File: config.mk
export PLATFORM = sky130hd
export DESIGN_NAME = animador_mensaje
export DESIGN_NICKNAME = d
export VERILOG_FILES = /design/src/rtl/animador_mensaje.sv
export SDC_FILE = /design/constraint.sdc
export NUM_CORES = 1
export LEC_CHECK = 0
export CORE_MARGIN = 1.5
export CORE_UTILIZATION = 61
export DETAILED_ROUTE_END_ITERATION = 8
export GPL_TIMING_DRIVEN = 0
export PLACE_DENSITY_LB_ADDON = 0.3
export SETUP_SLACK_MARGIN = 0.5
export SYNTH_ARGS = -nofsm -noshare
export SYNTH_HDL_FRONTEND = slang
export SYNTH_SLANG_ARGS = --single-unit
File: constraint.sdc
create_clock -name clk -period 8.37 [get_ports clk]
set_input_delay 1.2555 -clock clk [delete_from_list [all_inputs] [get_ports clk]]
set_output_delay 1.2555 -clock clk [all_outputs]
set_load 0.01 [all_outputs]
File: src/rtl/animador_mensaje.sv
// Message animation sequencer: scrolls a captured message into an 8-digit
// active-low segment frame from the right, holds it with blinking, scrolls it
// out to the left, then repeats or stops.
module animador_mensaje #(
    parameter int LONG_MSG  = 5,
    parameter int DIV_PASO  = 25_000_000,
    parameter int N_MOSTRAR = 8
) (
    input  logic                  clk,
    input  logic                  reset,
    input  logic                  iniciar,
    input  logic                  pausa,
    input  logic                  ciclico,
    input  logic [7*LONG_MSG-1:0] mensaje,
    output logic [55:0]           ventana,
    output logic                  activo,
    output logic [1:0]            estado,
    output logic                  paso,
    output logic                  hecho
);

    localparam logic [1:0] INACTIVO = 2'd0;
    localparam logic [1:0] ENTRADA  = 2'd1;
    localparam logic [1:0] MOSTRAR  = 2'd2;
    localparam logic [1:0] SALIDA   = 2'd3;

    localparam int W_PRESC = $clog2(DIV_PASO);
    // Phase counter must reach both N_MOSTRAR-1 and the 8 scroll-out steps.
    localparam int N_FASE  = (N_MOSTRAR > 8) ? N_MOSTRAR : 8;
    localparam int W_FASE  = $clog2(N_FASE);

    localparam logic [W_PRESC-1:0] PRESC_FIN   = W_PRESC'(DIV_PASO - 1);
    localparam logic [W_FASE-1:0]  FASE_FIN_M  = W_FASE'(N_MOSTRAR - 1);
    localparam logic [W_FASE-1:0]  FASE_FIN_S  = W_FASE'(7);
    localparam logic [2:0]         IDX_FIN     = 3'(LONG_MSG - 1);
    localparam logic [6:0]         BLANCO      = 7'b1111111;

    logic [1:0]         r_estado;
    logic [W_PRESC-1:0] r_presc;
    logic [2:0]         r_idx;
    logic [W_FASE-1:0]  r_fase;
    logic [55:0]        r_msg;
    logic [55:0]        r_frame;
    logic [55:0]        r_ventana;
    logic               r_activo;
    logic               r_paso;
    logic               r_hecho;

    logic [1:0]         w_estado_n;
    logic [W_PRESC-1:0] w_presc_n;
    logic [2:0]         w_idx_n;
    logic [W_FASE-1:0]  w_fase_n;
    logic [55:0]        w_msg_n;
    logic [55:0]        w_frame_n;
    logic [55:0]        w_ventana_n;
    logic               w_activo_n;
    logic               w_paso_n;
    logic               w_hecho_n;

    logic               w_evento;
    logic [5:0]         w_base;
    logic [6:0]         w_char;

    // Step event: prescaler terminal count while running and not paused
    assign w_evento = (r_estado != INACTIVO) && !pausa && (r_presc == PRESC_FIN);

    // Character idx of the captured message (base = 7 * idx)
    assign w_base = {r_idx, 3'b000} - {3'b000, r_idx};
    assign w_char = r_msg[w_base +: 7];

    // Next-state: prescaler, sequencer FSM, frame shifting and output words
    always_comb begin
        w_estado_n = r_estado;
        w_presc_n  = r_presc;
        w_idx_n    = r_idx;
        w_fase_n   = r_fase;
        w_msg_n    = r_msg;
        w_frame_n  = r_frame;
        w_hecho_n  = 1'b0;
        w_paso_n   = w_evento;

        if ((r_estado != INACTIVO) && !pausa) begin
            w_presc_n = w_evento ? '0 : r_presc + 1'b1;
        end

        case (r_estado)
            INACTIVO: begin
                if (iniciar) begin
                    // Unused character slots stay blank
                    w_msg_n                 = '1;
                    w_msg_n[7*LONG_MSG-1:0] = mensaje;
                    w_frame_n               = '1;
                    w_presc_n               = '0;
                    w_idx_n                 = '0;
                    w_fase_n                = '0;
                    w_estado_n              = ENTRADA;
                end
            end
            ENTRADA: begin
                if (w_evento) begin
                    w_frame_n = {r_frame[48:0], w_char};
                    if (r_idx == IDX_FIN) begin
                        w_estado_n = MOSTRAR;
                        w_fase_n   = '0;
                    end else begin
                        w_idx_n = r_idx + 1'b1;
                    end
                end
            end
            MOSTRAR: begin
                if (w_evento) begin
                    if (r_fase == FASE_FIN_M) begin
                        w_estado_n = SALIDA;
                        w_fase_n   = '0;
                    end else begin
                        w_fase_n = r_fase + 1'b1;
                    end
                end
            end
            SALIDA: begin
                if (w_evento) begin
                    w_frame_n = {r_frame[48:0], BLANCO};
                    if (r_fase == FASE_FIN_S) begin
                        w_fase_n = '0;
                        if (ciclico) begin
                            w_estado_n = ENTRADA;
                            w_idx_n    = '0;
                        end else begin
                            w_estado_n = INACTIVO;
                            w_hecho_n  = 1'b1;
                        end
                    end else begin
                        w_fase_n = r_fase + 1'b1;
                    end
                end
            end
            default: w_estado_n = INACTIVO;
        endcase

        // Odd hold phases blank the display
        w_ventana_n = ((w_estado_n == MOSTRAR) && w_fase_n[0]) ? '1 : w_frame_n;
        w_activo_n  = (w_estado_n != INACTIVO);
    end

    // State and registered outputs, asynchronous active-high reset
    always_ff @(posedge clk or posedge reset) begin
        if (reset) begin
            r_estado  <= INACTIVO;
            r_presc   <= '0;
            r_idx     <= '0;
            r_fase    <= '0;
            r_msg     <= '1;
            r_frame   <= '1;
            r_ventana <= '1;
            r_activo  <= 1'b0;
            r_paso    <= 1'b0;
            r_hecho   <= 1'b0;
        end else begin
            r_estado  <= w_estado_n;
            r_presc   <= w_presc_n;
            r_idx     <= w_idx_n;
            r_fase    <= w_fase_n;
            r_msg     <= w_msg_n;
            r_frame   <= w_frame_n;
            r_ventana <= w_ventana_n;
            r_activo  <= w_activo_n;
            r_paso    <= w_paso_n;
            r_hecho   <= w_hecho_n;
        end
    end

    assign ventana = r_ventana;
    assign activo  = r_activo;
    assign estado  = r_estado;
    assign paso    = r_paso;
    assign hecho   = r_hecho;

endmodule

==> run_summary.xml, run 1 <==
<?xml version="1.0" encoding="UTF-8"?>
<metrics>
  <group name="die">
    <metric name="placeable_area" unit="sq um">15100</metric>
    <metric name="die_height" unit="um">127</metric>
    <metric name="floorplan.initialDensity" unit="">0.619</metric>
    <metric name="fp.dieArea" unit="sq um">16100</metric>
    <metric name="dieWidth" unit="um">127</metric>
    <metric name="placement_rows" unit="">45</metric>
    <metric name="top_level_ports" unit="">101</metric>
  </group>
  <group name="routing">
    <metric name="via_per_inst" unit="">6.32</metric>
    <metric name="post_drt_wl_per_cell" unit="um">20.3</metric>
    <metric name="drt_pass1_iterations" unit="">6</metric>
    <metric name="detail-route-antenna-nets" unit="">0</metric>
    <metric name="drt_iter0_drc" unit="">883</metric>
    <metric name="routed_wirelength" unit="mm">24.6</metric>
    <metric name="route.detailed.drc" unit="">0</metric>
    <metric name="dr_total_vias" unit="">7680</metric>
  </group>
  <group name="clocking">
    <metric name="cts_root_buf" unit="">sky130_fd_sc_hd__clkbuf_16</metric>
    <metric name="cts-htree-levels" unit="">4</metric>
    <metric name="clk_latency" unit="ns">0.44</metric>
    <metric name="cts_tree" unit="">done</metric>
    <metric name="cts_setup_buffers" unit="">0</metric>
    <metric name="largest_buffer_count_on_any_clock_path" unit="">2</metric>
    <metric name="cts.clk_slew.worst_paths" unit="ns">0.07</metric>
    <metric name="hold_buffers" unit="">0</metric>
    <metric name="cts_num_sinks" unit="">183</metric>
    <metric name="post_cts_repair_resize_count" unit="">0</metric>
    <metric name="numCtsBuffers" unit="">17</metric>
  </group>
  <group name="timing">
    <metric name="sum_of_negative_setup_slack" unit="ns">0</metric>
    <metric name="worst_relative_slew_slack" unit="">0.139</metric>
    <metric name="fin_worst_skew" unit="ns">0.0173</metric>
    <metric name="report.final.slew_viol_count" unit="">0</metric>
    <metric name="fin_crit" unit="ns">4.37</metric>
    <metric name="hold_viol" unit="">0</metric>
    <metric name="ratio_of_final_minimum_period_to_clock_period" unit="">0.522</metric>
    <metric name="worst_pin_slew" unit="ns">1.29</metric>
    <metric name="rsz0062_at_grt" unit="">no</metric>
    <metric name="setup_viol" unit="">0</metric>
    <metric name="max_freq" unit="MHz">229</metric>
  </group>
  <group name="layout">
    <metric name="multi_input_comb_area" unit="sq um">4220</metric>
    <metric name="layout.nets" unit="">1062</metric>
    <metric name="layout-area-overhead-vs-synth" unit="%">20.1</metric>
    <metric name="final-seq-area" unit="sq um">4760</metric>
    <metric name="n_fill_cell" unit="">1027</metric>
    <metric name="final_layout_size_suffix_gt1_frac" unit="">0.280</metric>
    <metric name="final_core_util" unit="">0.743</metric>
    <metric name="finalInstanceArea" unit="sq um">11200</metric>
    <metric name="insertedDiodeCount" unit="">0</metric>
  </group>
  <group name="yosys">
    <metric name="synth_sequential_area_ratio" unit="">0.510</metric>
    <metric name="synthMuxAreaShare" unit="">0.124</metric>
    <metric name="postSynthCellCount" unit="">894</metric>
    <metric name="yosysWarningCount" unit="">0</metric>
    <metric name="synthesis.area_per_instance" unit="sq um">10.4</metric>
    <metric name="ys_async_sr_fraction" unit="">1.00</metric>
    <metric name="synth_edf_count" unit="">0</metric>
    <metric name="synth_cell_types" unit="">70</metric>
    <metric name="yosys.area_share.xor_xnor" unit="">0.0206</metric>
    <metric name="syn_area" unit="sq um">9340</metric>
    <metric name="postSynthNetCount" unit="">942</metric>
    <metric name="adder_cell_fraction_of_synth_area" unit="">0.0107</metric>
    <metric name="synth_simple_gate_area_share" unit="">0.197</metric>
    <metric name="synth_compound_gate_area_share" unit="">0.0993</metric>
    <metric name="largest_family_of_logic_cells_by_synthesized_area" unit="">simple AND/OR/NAND/NOR gates</metric>
    <metric name="ys.flop_type" unit="">sky130_fd_sc_hd__dfstp_2</metric>
    <metric name="yosys_register_bits" unit="">183</metric>
  </group>
  <group name="global_route">
    <metric name="first_global_vias" unit="">7499</metric>
    <metric name="initial_antenna_violation_count" unit="">0</metric>
    <metric name="global_route.usage.total" unit="">0.321</metric>
    <metric name="grt_first_pass_wirelength" unit="mm">39.9</metric>
    <metric name="gr-total-overflow" unit="">0</metric>
    <metric name="grt_start_max_net_pins" unit="">144</metric>
  </group>
  <group name="pwr">
    <metric name="power.internal" unit="W">0.00167</metric>
    <metric name="power.ir.vdd_worst" unit="uV">161</metric>
    <metric name="net-switching-power" unit="W">0.000612</metric>
    <metric name="swShare" unit="">0.268</metric>
    <metric name="power.sequential.fraction" unit="">0.483</metric>
    <metric name="combinational_group_share_of_total_power" unit="">0.156</metric>
    <metric name="power_density" unit="nW/um^2">204</metric>
    <metric name="power.share.clock" unit="">0.361</metric>
    <metric name="static-leakage-power" unit="nW">4.58</metric>
  </group>
  <group name="run">
    <metric name="drv.max_cap_violation_count" unit="">0</metric>
  </group>
  <group name="placement">
    <metric name="gp_congestion" unit="">0.946</metric>
    <metric name="post-dp-hpwl" unit="mm">17.3</metric>
    <metric name="dpl_cell_area" unit="sq um">10600</metric>
    <metric name="port_buffers" unit="">100</metric>
  </group>
  <group name="min_path">
    <metric name="min_path_cells" unit="">1</metric>
    <metric name="path_type_of_the_worst_min_delay_path" unit="">reg2reg</metric>
  </group>
  <group name="critical_path">
    <metric name="worst-r2r-cell-count" unit="">15</metric>
    <metric name="worstSetupStartpointType" unit="">flip-flop</metric>
    <metric name="largest_fanout_on_the_critical_path" unit="">10</metric>
    <metric name="timing.setup.critical_path_class" unit="">reg2reg</metric>
    <metric name="cp-end-kind" unit="">flip-flop</metric>
    <metric name="cp_data_arrival_time" unit="ns">4.70</metric>
    <metric name="critPathRequiredTime" unit="ns">8.70</metric>
  </group>
  <group name="run_status">
    <metric name="status" unit="">completed</metric>
  </group>
</metrics>
-- metal layers --
metal  share of wire  global-route usage  vias up  wire length (um)
li1                -                   -     3408                 -
met1            0.42               0.452     3794             10400
met2            0.48               0.510      412             11800
met3           0.070              0.0451       66              1740
met4           0.030               0.128        0               745
met5               0                   0        -                 0
-- logic make-up (layout without fill, tap and decap cells) --
group           Yosys count  in the layout
mux                      86             86
fa+ha+maj                 8              8
buf+inv                  70            203
xor+xnor                 22             22
compound gates          139            139
flops                   183            183
simple gates            386            386
-- final timing paths --
kind	startpoint	to	slack (ns)
min reg2reg	r_fase[1]$_DFFE_PP0P_	r_fase[1]$_DFFE_PP0P_	0.50
max in group asynchronous	reset	r_presc[6]$_DFF_PP0_	6.22
min	r_fase[1]$_DFFE_PP0P_	r_fase[1]$_DFFE_PP0P_	0.50
max reg2reg	r_idx[0]$_DFFE_PP0P_	ventana[3]$_DFF_PP1_	4.00
max	r_idx[0]$_DFFE_PP0P_	ventana[3]$_DFF_PP1_	4.00
min in group asynchronous	reset	r_msg[21]$_DFFE_PP1P_	1.45
-- synthesized netlist by cell type (all sizes together) (4+ instances only) --
cell type    n  area (sq um)
or3          6          37.5
a31oi       56           357
ha           8           100
buf         32           215
nor3        18           100
xor2        11          96.3
nand4        9          62.6
nand3       21           105
nand3b       4          30.0
mux2i       22           220
mux2        45           507
xnor2       11          96.3
nor3b        4          30.0
a211oi       4          30.0
dfstp      147          3860
o211ai       5          37.5
clkbuf      28           105
and3         8          50.1
and4         4          35.0
nand2      131           492
nand2b      51           319
or2          9          56.3
dfrtp       36           901
a31o         4          35.0
inv          8          30.0
o21ai       20           100
a21oi       18          93.8
nor2b        9          56.3
mux4        19           428
nor2       102           383
-- area by class of cell --
type | count | area share
flip-flops and latches | 183 | 0.425
multi-input cells | 641 | 0.376
repair buffers | 101 | 0.0917
clock buffers | 21 | 0.0429
plain buffers | 60 | 0.0286
well taps | 188 | 0.0210
clock inverters | 11 | 0.0114
inverters | 10 | 0.00402
-- power groups by stage --
stage / sequential, W / clock [W] / combinational (W)
after floorplan: 0.00110 / 0 / 0.000204
after global placement: 0.00111 / 0 / 0.000341
after detailed placement: 0.00111 / 0 / 0.000350
after global routing: 0.00111 / 0.000871 / 0.000383
after CTS: 0.00110 / 0.000832 / 0.000352
final: 0.00110 / 0.000826 / 0.000356
-- cell usage in the layout (no fill, tap or decap), types with 5 or more instances in the layout --
master	netlist	final
sky130_fd_sc_hd__and3_1	8	8
sky130_fd_sc_hd__clkdlybuf4s50_1	0	100
sky130_fd_sc_hd__or3_1	6	6
sky130_fd_sc_hd__nand3_1	21	21
sky130_fd_sc_hd__buf_6	7	7
sky130_fd_sc_hd__nand4_1	8	8
sky130_fd_sc_hd__a21oi_1	17	17
sky130_fd_sc_hd__nand2b_1	51	51
sky130_fd_sc_hd__buf_4	5	5
sky130_fd_sc_hd__a31oi_1	55	55
sky130_fd_sc_hd__buf_2	19	19
sky130_fd_sc_hd__clkbuf_16	0	18
sky130_fd_sc_hd__inv_1	6	5
sky130_fd_sc_hd__o211ai_1	5	5
sky130_fd_sc_hd__mux2i_1	22	22
sky130_fd_sc_hd__nand2_1	131	131
sky130_fd_sc_hd__clkbuf_1	28	29
sky130_fd_sc_hd__mux2_2	45	45
sky130_fd_sc_hd__inv_6	0	5
sky130_fd_sc_hd__or2_1	8	8
sky130_fd_sc_hd__nor2_1	102	102
sky130_fd_sc_hd__nor3_1	16	16
sky130_fd_sc_hd__xor2_1	11	11
sky130_fd_sc_hd__mux4_2	19	19
sky130_fd_sc_hd__dfstp_2	147	147
sky130_fd_sc_hd__xnor2_1	11	11
sky130_fd_sc_hd__dfrtp_1	36	36
sky130_fd_sc_hd__nor2b_1	9	9
sky130_fd_sc_hd__ha_1	8	8
sky130_fd_sc_hd__o21ai_0	16	16
-- state kept, by name, summed over array words and instances (netlist names) --
| name | flops |
|---|---|
| r_idx | 3 |
| paso | 1 |
| estado | 2 |
| activo | 1 |
| r_presc | 25 |
| r_frame | 56 |
| r_fase | 3 |
| ventana | 56 |
| hecho | 1 |
| r_msg | 35 |
-- critical path: stages, from the launching register on --
cell                       delay, ns
sky130_fd_sc_hd__dfrtp_1        0.38
sky130_fd_sc_hd__buf_2          0.25
sky130_fd_sc_hd__buf_2          0.30
sky130_fd_sc_hd__buf_2          0.28
sky130_fd_sc_hd__clkinv_1       0.30
sky130_fd_sc_hd__ha_1           0.33
sky130_fd_sc_hd__ha_1           0.45
sky130_fd_sc_hd__buf_6          0.21
sky130_fd_sc_hd__buf_2          0.32
sky130_fd_sc_hd__buf_4          0.27
sky130_fd_sc_hd__mux2i_1        0.10
sky130_fd_sc_hd__nor2_1         0.09
sky130_fd_sc_hd__nor4_1         0.07
sky130_fd_sc_hd__nor4_1         0.55
sky130_fd_sc_hd__nor3_2         0.08
sky130_fd_sc_hd__o31ai_1        0.27
-- per-stage QoR --
step	instances	hold slack [ns]	power, W	setup slack, ns
6_report	1215	0.499	0.00228	4.00
5_1_grt	1215	0.511	0.00237	3.94
4_1_cts	1215	0.504	0.00229	4.12
3_5_place_dp	1183	0.489	0.00146	4.14
3_3_place_gp	1182	0.480	0.00145	0.233
2_1_floorplan	894	0.470	0.00131	2.39
No activity file was read; power rests on OpenSTA's default activity.
==> inputs of run 2 (changes only) <==
--- a/config.mk
+++ b/config.mk
@@ -6,7 +6,7 @@
 export NUM_CORES = 1
 export LEC_CHECK = 0
 export CORE_MARGIN = 1.5
-export CORE_UTILIZATION = 61
+export CORE_UTILIZATION = 57
 export DETAILED_ROUTE_END_ITERATION = 8
 export GPL_TIMING_DRIVEN = 0
 export PLACE_DENSITY_LB_ADDON = 0.3
==> constraint.sdc (replaced) <==
create_clock -name clk -period 4.35 [get_ports clk]
set_input_delay 0.6525 -clock clk [delete_from_list [all_inputs] [get_ports clk]]
set_output_delay 0.6525 -clock clk [all_outputs]
set_load 0.01 [all_outputs]
==> run 2 against run 1 <==
Net effect:
- power rose by 89%
- maximum frequency is 17% higher
- design area rose by 0.85%
- register-to-register slack lost 3.4 ns
- count of clock-buffer cells in the layout decreased by 3
- sequential share of layout area shrank 0.36 points
- critical path type unchanged
- highest routed layer unchanged
==> run_summary.xml, run 2 (synthesis results as in run 1) <==
<?xml version="1.0" encoding="UTF-8"?>
<metrics>
  <group name="routing">
    <metric name="drt_pass1_iterations" unit="">8</metric>
    <metric name="routed_wirelength" unit="mm">25.6</metric>
    <metric name="dr_total_vias" unit="">7606</metric>
    <metric name="drt_iter0_drc" unit="">656</metric>
    <metric name="detail-route-antenna-nets" unit="">0</metric>
    <metric name="via_per_inst" unit="">6.11</metric>
    <metric name="route.detailed.drc" unit="">0</metric>
    <metric name="post_drt_wl_per_cell" unit="um">20.6</metric>
  </group>
  <group name="die">
    <metric name="fp.dieArea" unit="sq um">17200</metric>
    <metric name="placement_rows" unit="">46</metric>
    <metric name="die_height" unit="um">131</metric>
    <metric name="floorplan.initialDensity" unit="">0.586</metric>
    <metric name="top_level_ports" unit="">101</metric>
    <metric name="dieWidth" unit="um">131</metric>
    <metric name="placeable_area" unit="sq um">15900</metric>
  </group>
  <group name="timing">
    <metric name="setup_viol" unit="">0</metric>
    <metric name="ratio_of_final_minimum_period_to_clock_period" unit="">0.856</metric>
    <metric name="max_freq" unit="MHz">269</metric>
    <metric name="sum_of_negative_setup_slack" unit="ns">0</metric>
    <metric name="worst_relative_slew_slack" unit="">0.202</metric>
    <metric name="rsz0062_at_grt" unit="">no</metric>
    <metric name="hold_viol" unit="">0</metric>
    <metric name="fin_worst_skew" unit="ns">0.0140</metric>
    <metric name="worst_pin_slew" unit="ns">1.19</metric>
    <metric name="final_setup_margin" unit="ns">0.628</metric>
    <metric name="fin_crit" unit="ns">3.72</metric>
    <metric name="report.final.slew_viol_count" unit="">0</metric>
  </group>
  <group name="min_path">
    <metric name="path_type_of_the_worst_min_delay_path" unit="">reg2reg</metric>
    <metric name="min_path_cells" unit="">1</metric>
    <metric name="hold-path-endpoint" unit="">r_fase[2]$_DFFE_PP0P_</metric>
    <metric name="worstHoldStart" unit="">r_fase[2]$_DFFE_PP0P_</metric>
  </group>
  <group name="pwr">
    <metric name="static-leakage-power" unit="nW">4.60</metric>
    <metric name="net-switching-power" unit="W">0.00120</metric>
    <metric name="power_density" unit="nW/um^2">382</metric>
    <metric name="power.share.clock" unit="">0.347</metric>
    <metric name="power" unit="W">0.00433</metric>
    <metric name="swShare" unit="">0.278</metric>
    <metric name="power.ir.vdd_worst" unit="uV">263</metric>
    <metric name="power.internal" unit="W">0.00313</metric>
    <metric name="power.sequential.fraction" unit="">0.491</metric>
    <metric name="combinational_group_share_of_total_power" unit="">0.162</metric>
  </group>
  <group name="global_route">
    <metric name="global_route.usage.total" unit="">0.318</metric>
    <metric name="gr-total-overflow" unit="">0</metric>
    <metric name="grt_util_met2" unit="">0.514</metric>
    <metric name="first_global_vias" unit="">7589</metric>
    <metric name="initial_antenna_violation_count" unit="">0</metric>
    <metric name="grt_start_max_net_pins" unit="">45</metric>
    <metric name="top_usage_layer" unit="">met2</metric>
    <metric name="grt_util_met3" unit="">0.0672</metric>
    <metric name="groute.layer.met1.usage" unit="">0.432</metric>
    <metric name="grt_first_pass_wirelength" unit="mm">40.6</metric>
  </group>
  <group name="clocking">
    <metric name="largest_buffer_count_on_any_clock_path" unit="">2</metric>
    <metric name="numCtsBuffers" unit="">17</metric>
    <metric name="cts_setup_buffers" unit="">0</metric>
    <metric name="cts.clk_slew.worst_paths" unit="ns">0.07</metric>
    <metric name="cts_root_buf" unit="">sky130_fd_sc_hd__clkbuf_16</metric>
    <metric name="clk_latency" unit="ns">0.44</metric>
    <metric name="hold_buffers" unit="">0</metric>
    <metric name="cts_num_sinks" unit="">183</metric>
    <metric name="cts-htree-levels" unit="">4</metric>
    <metric name="cts_tree" unit="">done</metric>
  </group>
  <group name="placement">
    <metric name="dpl_cell_area" unit="sq um">10700</metric>
    <metric name="post-dp-hpwl" unit="mm">18.5</metric>
    <metric name="dpl_worst_slack" unit="ns">-0.0700</metric>
    <metric name="port_buffers" unit="">100</metric>
    <metric name="gp_congestion" unit="">0.970</metric>
    <metric name="placedCellCount" unit="">1214</metric>
  </group>
  <group name="critical_path">
    <metric name="cp-end-kind" unit="">flip-flop</metric>
    <metric name="critical_path_buf_inv_count" unit="">5</metric>
    <metric name="crit_path_cell_trace" unit="">buf_4 -&gt; buf_6 -&gt; buf_4 -&gt; clkinv_2 -&gt; ha_1 -&gt; ha_4 -&gt; buf_6 -&gt; mux2_2 -&gt; mux4_2 -&gt; o32a_1 -&gt; a311oi_2 -&gt; o21ai_1</metric>
    <metric name="worstReg2RegStart" unit="">r_idx[0]$_DFFE_PP0P_</metric>
    <metric name="cp_data_arrival_time" unit="ns">4.07</metric>
    <metric name="critPathSlowestCell" unit="">sky130_fd_sc_hd__mux4_2</metric>
    <metric name="crit_cells" unit="">12</metric>
    <metric name="worstSetupStartpointType" unit="">flip-flop</metric>
    <metric name="reg2reg_setup_slack" unit="ns">0.63</metric>
    <metric name="max_stage_delay" unit="ns">0.51</metric>
    <metric name="crit_path_leading_delay_family" unit="">buffers and inverters</metric>
    <metric name="critical_path.startpoint" unit="">r_idx[0]$_DFFE_PP0P_</metric>
    <metric name="critPathRequiredTime" unit="ns">4.70</metric>
    <metric name="worst-r2r-cell-count" unit="">12</metric>
    <metric name="timing.setup.critical_path_class" unit="">reg2reg</metric>
    <metric name="rr_endpoint" unit="">ventana[1]$_DFF_PP1_</metric>
    <metric name="largest_fanout_on_the_critical_path" unit="">10</metric>
  </group>
  <group name="layout">
    <metric name="layout.cells.most_common" unit="">sky130_fd_sc_hd__dfstp_2</metric>
    <metric name="final_layout_size_suffix_gt1_frac" unit="">0.289</metric>
    <metric name="n_fill_cell" unit="">1231</metric>
    <metric name="layout.nets" unit="">1065</metric>
    <metric name="insertedDiodeCount" unit="">0</metric>
    <metric name="layout_common_cells" unit="">147 x sky130_fd_sc_hd__dfstp_2, 131 x sky130_fd_sc_hd__nand2_1, 102 x sky130_fd_sc_hd__nor2_1, 100 x sky130_fd_sc_hd__clkdlybuf4s50_1, 55 x sky130_fd_sc_hd__a31oi_1</metric>
    <metric name="finalInstanceArea" unit="sq um">11300</metric>
    <metric name="layout-area-overhead-vs-synth" unit="%">21.2</metric>
    <metric name="instances_no_fill" unit="">1245</metric>
  </group>
  <group name="run_status">
    <metric name="status" unit="">completed</metric>
  </group>
  <group name="run">
    <metric name="drv.max_cap_violation_count" unit="">0</metric>
  </group>
</metrics>
run 2: changes by cell type in the layout (fill, tap and decap cells not counted), moves of 2 or more:
cell                       previous run  this run
sky130_fd_sc_hd__buf_12               0         4
sky130_fd_sc_hd__buf_2               19        15
sky130_fd_sc_hd__buf_4                5         8
sky130_fd_sc_hd__clkbuf_1            29        26
sky130_fd_sc_hd__clkbuf_2             0         2
sky130_fd_sc_hd__clkinv_4             0         3
run 2: timing repair:
item,in CTS,in global routing
gates cloned,0,0
endpoints found under the setup margin,14,8
gates resized for setup,8,7
pin swaps,0,2
run 2: power groups by stage:
stage | sequential, W | clock [W] | combinational (W)
floorplan | 0.00213 | 0 | 0.000392
global placement | 0.00213 | 0 | 0.000661
detailed placement | 0.00214 | 0 | 0.000683
CTS | 0.00212 | 0.00152 | 0.000692
global route | 0.00214 | 0.00159 | 0.000763
finish | 0.00212 | 0.00150 | 0.000701
run 2: final cells by class:
cell class	count	area [sq um]	share of cell area
sequential	183	4760	0.421
clock inverter	13	130	0.0115
multi-input combinational	641	4250	0.376
tap	216	270	0.0239
inverter	10	42.5	0.00376
buffer	60	337	0.0298
clock buffer	18	439	0.0388
timing repair buffer	104	1080	0.0956
run 2: metal layers:
metal / vias to the layer above / wire length [um] / share of wire
li1: 3389 / - / -
met1: 3773 / 10600 / 0.41
met4: 0 / 554 / 0.022
met2: 400 / 12300 / 0.48
met5: - / 0 / 0
met3: 44 / 2130 / 0.083
run 2: worst max-delay path by stage:
stage | to | slack (ns)
after CTS | ventana[1]$_DFF_PP1_ | 0.51
after global placement | ventana[3]$_DFF_PP1_ | -0.14
final | ventana[1]$_DFF_PP1_ | 0.63
after floorplan | ventana[1]$_DFF_PP1_ | 0.95
after detailed placement | ventana[3]$_DFF_PP1_ | -0.07
after global routing | ventana[1]$_DFF_PP1_ | 0.52
run 2: per-stage QoR:
stage,hold WS [ns],utilization
final,0.503,0.710
after global routing,0.536,0.710
after CTS,0.502,0.708
after detailed placement,0.486,0.671
after global placement,0.481,0.666
after floorplan,0.470,-
